`src/rtl/spi_mem_bridge.sv`:
```
// spi_mem_bridge: SPI-style slave that gives serial access to a small
// synchronous word memory. One clock serves as both bit clock and system clock.
//
// Frame format (SS_n low): 2 command bits, then the payload, MSB first.
//   00 + W bits : load write address
//   01 + W bits : write data word(s); with AUTO_INC, further words follow
//   10 + W bits : load read address
//   11          : read word(s) on MISO; with AUTO_INC, the burst continues
//                 with one dummy MISO=0 cycle between words
// W = max(ADDR_WIDTH, DATA_WIDTH). Raising SS_n aborts any partial word.
//
// Ports:
//   clk   - single clock, all logic on the rising edge
//   rst_n - asynchronous active-low reset (memory contents are kept)
//   SS_n  - slave select, active-low, sampled on clk
//   MOSI  - serial data in, MSB first
//   MISO  - registered serial data out, MSB first; 0 unless shifting read data
module spi_mem_bridge #(
  parameter int ADDR_WIDTH = 8,
  parameter int DATA_WIDTH = 8,
  parameter int DEPTH      = 256,
  parameter int AUTO_INC   = 1
) (
  input  logic clk,
  input  logic rst_n,
  input  logic SS_n,
  input  logic MOSI,
  output logic MISO
);

  localparam int W  = (ADDR_WIDTH > DATA_WIDTH) ? ADDR_WIDTH : DATA_WIDTH;
  localparam int CW = $clog2(W + 1);

  typedef enum logic [2:0] {
    IDLE, CMD, PAYLOAD, RD_WAIT, RD_SHIFT, HOLD
  } state_t;

  state_t                  state_q, state_d;
  logic [1:0]              cmd_q, cmd_d;
  logic [CW-1:0]           cnt_q, cnt_d;
  logic [W-1:0]            shreg_q, shreg_d;
  logic [ADDR_WIDTH-1:0]   wr_addr_q, wr_addr_d;
  logic [ADDR_WIDTH-1:0]   rd_addr_q, rd_addr_d;
  logic [DATA_WIDTH-1:0]   rd_buf_q, rd_buf_d;
  logic                    miso_q, miso_d;

  logic                    mem_we;
  logic [DATA_WIDTH-1:0]   mem_wdata;
  logic [W:0]              shift_in;
  logic [W-1:0]            word;
  logic [DATA_WIDTH-1:0]   mem [DEPTH];

  // Address post-increment with wrap at the top of the populated range.
  function automatic logic [ADDR_WIDTH-1:0] next_addr(input logic [ADDR_WIDTH-1:0] a);
    if (int'(a) >= DEPTH - 1) return '0;
    else                      return a + 1'b1;
  endfunction

  function automatic logic in_range(input logic [ADDR_WIDTH-1:0] a);
    return int'(a) < DEPTH;
  endfunction

  assign MISO = miso_q;

  always_comb begin
    state_d   = state_q;
    cmd_d     = cmd_q;
    cnt_d     = cnt_q;
    shreg_d   = shreg_q;
    wr_addr_d = wr_addr_q;
    rd_addr_d = rd_addr_q;
    rd_buf_d  = rd_buf_q;
    miso_d    = 1'b0;
    mem_we    = 1'b0;
    shift_in  = {shreg_q, MOSI};
    word      = shift_in[W-1:0];
    mem_wdata = word[DATA_WIDTH-1:0];

    if (SS_n) begin
      // Deselect wins in every state; partial words are simply dropped.
      state_d = IDLE;
      cnt_d   = '0;
    end else begin
      case (state_q)
        IDLE: begin
          cmd_d   = {MOSI, 1'b0};
          cnt_d   = '0;
          state_d = CMD;
        end
        CMD: begin
          cmd_d   = {cmd_q[1], MOSI};
          cnt_d   = '0;
          state_d = (cmd_q[1] && MOSI) ? RD_WAIT : PAYLOAD;
        end
        PAYLOAD: begin
          shreg_d = word;
          if (cnt_q == CW'(W - 1)) begin
            cnt_d = '0;
            case (cmd_q)
              2'b00: begin
                wr_addr_d = word[ADDR_WIDTH-1:0];
                state_d   = HOLD;
              end
              2'b10: begin
                rd_addr_d = word[ADDR_WIDTH-1:0];
                state_d   = HOLD;
              end
              2'b01: begin
                // Out-of-range writes are dropped but the address still advances.
                mem_we = in_range(wr_addr_q);
                if (AUTO_INC != 0) wr_addr_d = next_addr(wr_addr_q);
                else               state_d   = HOLD;
              end
              default: state_d = HOLD;
            endcase
          end else begin
            cnt_d = cnt_q + 1'b1;
          end
        end
        RD_WAIT: begin
          rd_buf_d = in_range(rd_addr_q) ? mem[rd_addr_q] : '0;
          if (AUTO_INC != 0) rd_addr_d = next_addr(rd_addr_q);
          cnt_d   = '0;
          state_d = RD_SHIFT;
        end
        RD_SHIFT: begin
          miso_d   = rd_buf_q[DATA_WIDTH-1];
          rd_buf_d = rd_buf_q << 1;
          cnt_d    = cnt_q + 1'b1;
          // Leaving on the last bit edge makes the next RD_WAIT edge the
          // single dummy cycle of a burst.
          if (cnt_q == CW'(DATA_WIDTH - 1)) begin
            cnt_d   = '0;
            state_d = (AUTO_INC != 0) ? RD_WAIT : HOLD;
          end
        end
        HOLD:    ;
        default: state_d = IDLE;
      endcase
    end
  end

  always_ff @(posedge clk or negedge rst_n) begin
    if (!rst_n) begin
      state_q   <= IDLE;
      cmd_q     <= '0;
      cnt_q     <= '0;
      wr_addr_q <= '0;
      rd_addr_q <= '0;
      rd_buf_q  <= '0;
      miso_q    <= 1'b0;
    end else begin
      state_q   <= state_d;
      cmd_q     <= cmd_d;
      cnt_q     <= cnt_d;
      wr_addr_q <= wr_addr_d;
      rd_addr_q <= rd_addr_d;
      rd_buf_q  <= rd_buf_d;
      miso_q    <= miso_d;
    end
  end

  // Payload shifter is pure data and is always qualified by the counter.
  always_ff @(posedge clk) begin
    shreg_q <= shreg_d;
  end

  // Storage survives reset.
  always_ff @(posedge clk) begin
    if (mem_we) mem[wr_addr_q] <= mem_wdata;
  end

endmodule

```
`config.mk`:
```
export PLATFORM = sky130hd
export DESIGN_NAME = spi_mem_bridge
export DESIGN_NICKNAME = d
export VERILOG_FILES = /design/src/rtl/spi_mem_bridge.sv
export SDC_FILE = /design/constraint.sdc
export NUM_CORES = 2
export LEC_CHECK = 0
export BUFFER_PORTS_ARGS = -buffer_cell sky130_fd_sc_hd__buf_4
export CORE_ASPECT_RATIO = 1.1
export CORE_UTILIZATION = 35
export CTS_CLUSTER_DIAMETER = 60
export DETAILED_ROUTE_END_ITERATION = 8
export GPL_ROUTABILITY_DRIVEN = 1
export HOLD_SLACK_MARGIN = 0.06
export MAX_ROUTING_LAYER = met4
export SLEW_MARGIN = 10
export SYNTH_ARGS = -nofsm -noshare
export SYNTH_HDL_FRONTEND = slang
export SYNTH_SLANG_ARGS = --single-unit
```
`constraint.sdc`:
```
create_clock -name clk -period 5.3 [get_ports clk]
set_clock_uncertainty 0.1 [all_clocks]
set_input_delay 0.53 -clock clk [delete_from_list [all_inputs] [get_ports clk]]
set_output_delay 0.53 -clock clk [all_outputs]
set_load 0.05 [all_outputs]
```
==> impl_metrics.toml <==
[placed_design]
dpl.hpwl_um = 128000
port_buffers = 4
place.gp.congestion = 0.848

[synth]
yosysSeqAreaShare_pct = 75.7
synth_area_um2 = 82600
synth_area_per_cell_um2 = 20.6
synth_flop_cell = "edfxtp_1"
synth.net_count = 4018
ys_seq_elements = 2089
netlist_instances = 4008
synth_cell_type_count = 74
async_flop_share_pct = 1.63
ys_warn_count = 0
synth_edf_count = 2055

[critical_path]
path_common_cell = "nand2_1"
critical_path_class = "reg -> reg"
worstPathArrival_ps = 4490
cp_max_fo = 16
cpPeakStageDelay_ps = 780
path_cells = "ha_1 -> nand2_1 -> or2_2 -> nor4_2 -> and3_1 -> nand2_1 -> nor2_1"
crit_buf_inv = 0
timing.rr.end = "mem[171][2]"
regToRegSetupSlack_ps = 1170
crit_family = "simple AND/OR/NAND/NOR gates"
timing.rr.start = "cnt_q[1]"
cp.required_ps = 5660
crit_path_end_kind = "flip-flop"
cp-start-kind = "flip-flop"
crit_slowest_cell = "nor2_1"
rr_worst_depth = 7

[detailed_routing]
via_count = 41396
drc_errors = 0
maxUsedRoutingLayer = "met4"
avgViaCountPerCell = 5.50
wl_met1_um = 85600
wirelength_um = 211000
wl_met3_um = 14200
drtPass1Iterations = 6
ant_nets = 0
wl_per_cell_um = 28.0
wl_met2_um = 104000
first_iter_violations = 5105

[sta]
min_period_ps = 4130
hold_viol_final = 0
slew_violations = 0
setup_violations = 0
relSlewSlack_pct = 17.1
finalCritPeriodShare_pct = 77.9
max_slew.worst_pin.slew_ps = 1240
rsz0062_at_grt = "no"
fin_setup_tns_ps = 0
whs_ps = 189
maxClockFrequency_mhz = 242

[global_routing]
grt_pass1_wl_um = 303000
grt_usage_pct = 18.0
grt_pass1_vias = 41531
grt-ovfl-total = 0
antenna_found_initial = 11
grt_max_degree = 197

[floorplanning]
rows = 186
die-area_um2 = 238000
start_util_pct = 35.3
die_x_um = 465
io_pins = 5
coreArea_um2 = 234000
die_h_um = 512

[clock_tree]
cts_max_path_buffers = 3
ctsHtreeMaxLevel = 4
root_buffer = "clkbuf_16"
cts_tree = "built"
postCtsSetupRepairBufs = 0
cts_sinks = 2089
path_clk_slew_ps = 70
cts_buffers = 209
clkLatencyLatePin_ps = 850
cts_resized = 0

[layout]
drive_above_1_share_pct = 20.8
syn2layout_area_growth_pct = 13.3
seq_area_um2 = 62600
fill_cells = 20662
finish.net_count = 4252
multiInputGateArea_um2 = 18200

[pwr]
power_leakage_nw = 29.6
p_per_area_nw_per_um2 = 482
max-vdd-ir-drop_v = 0.000329

[run]
maxCapViolCount = 0

[min_path]
min_path_type = "in -> async"

[run_status]
status = "finished clean"
layer usage:
layer	up-vias	global-route usage (%)
met3	346	2.57
met1	21995	23.5
met4	0	5.78
met2	1742	29.0
li1	17313	-
met5	-	-
final cells by class:
class / instances / share of cell area, %
Antenna cell: 4 / 0.0107
Clock buffer: 253 / 5.85
Clock inverter: 135 / 1.23
Inverter: 9 / 0.0361
Multi-Input combinational cell: 1669 / 19.4
Sequential cell: 2089 / 66.8
Tap cell: 3102 / 4.15
Timing Repair Buffer: 264 / 2.45
state kept, by name (all words and copies together) (netlist names):
register   flops
mem         2048
rd_buf_q       8
shreg_q        7
rd_addr_q      8
cmd_q          2
cnt_q          4
MISO           1
wr_addr_q      8
state_q        3
worst max-delay path by stage:
stage | from | end | slack (ps) | cells after the start
floorplan | shreg_q[4] | mem[0][5] | 1110 | 0
global placement | SS_n | mem[192][2] | 1120 | 9
detailed placement | SS_n | mem[192][4] | 1100 | 9
CTS | cnt_q[1] | mem[171][7] | 1210 | 7
global route | state_q[2] | mem[192][5] | 950 | 8
finish | cnt_q[1] | mem[171][2] | 1170 | 7
synth_stat cells (all sizes together) (56+ instances only):
cell type | count | area [µm²]
a21oi | 74 | 370
a22oi | 102 | 766
buf | 135 | 1370
clkbuf | 105 | 559
edfxtp | 2055 | 61700
mux2i | 189 | 1890
mux4 | 437 | 10300
nand2 | 106 | 400
nor2 | 320 | 1200
o21ai | 56 | 280
o221ai | 62 | 556
o22ai | 60 | 375
through the flow:
step | instance area (µm²) | setup WS, ps | power [mW] | utilization (%) | instances
after global placement | 86900 | 1120 | 31.0 | 37.1 | 7131
after global routing | 93600 | 953 | 46.4 | 40.0 | 7524
after CTS | 93600 | 1210 | 45.3 | 40.0 | 7521
after floorplan | 82600 | 1110 | 27.4 | - | 4008
final | 93600 | 1170 | 45.1 | 40.0 | 7525
after detailed placement | 86900 | 1100 | 31.1 | 37.1 | 7131
cell usage in the layout, fill, tap and decap left out, types with 13 or more instances in the layout:
master,n
a21oi_1,74
a22o_1,17
a22oi_1,102
buf_12,24
buf_4,237
bufinv_16,14
clkbuf_1,40
clkbuf_16,213
clkinv_1,47
clkinv_2,39
clkinvlp_4,13
dfrtp_1,29
edfxtp_1,2055
mux2i_1,189
mux4_1,129
mux4_2,308
nand2_1,103
nand3_1,22
nor2_1,319
nor3_1,30
nor4_1,13
o211ai_1,17
o21ai_0,50
o221ai_1,60
o22ai_1,60
logic make-up (layout without fill, tap and decap cells):
logic type,Yosys count,count (layout),synth area share [%]
other,0,4,0
muxes,637,637,14.9
buffers and inverters,250,661,2.39
DFF,2089,2089,75.7
AOI/OAI and AO/OA,465,465,3.99
and+or+nand+nor,561,561,2.90
adders and majority gates,6,6,0.0908
where the power goes:
| part | internal [mW] | switching [mW] | leakage, nW |
|---|---|---|---|
| sequential | 18.2 | 0.367 | 18.9 |
| clock | 8.08 | 6.29 | 3.23 |
| combinational | 4.98 | 7.16 | 7.48 |
repair_timing:
item | in CTS | in global routing
endpoints found under the setup margin | 0 | 0
endpoints found under the hold margin | 40 | 0
hold buffers | 2 | 0
Note: power is estimated with default switching activity, not from simulation.
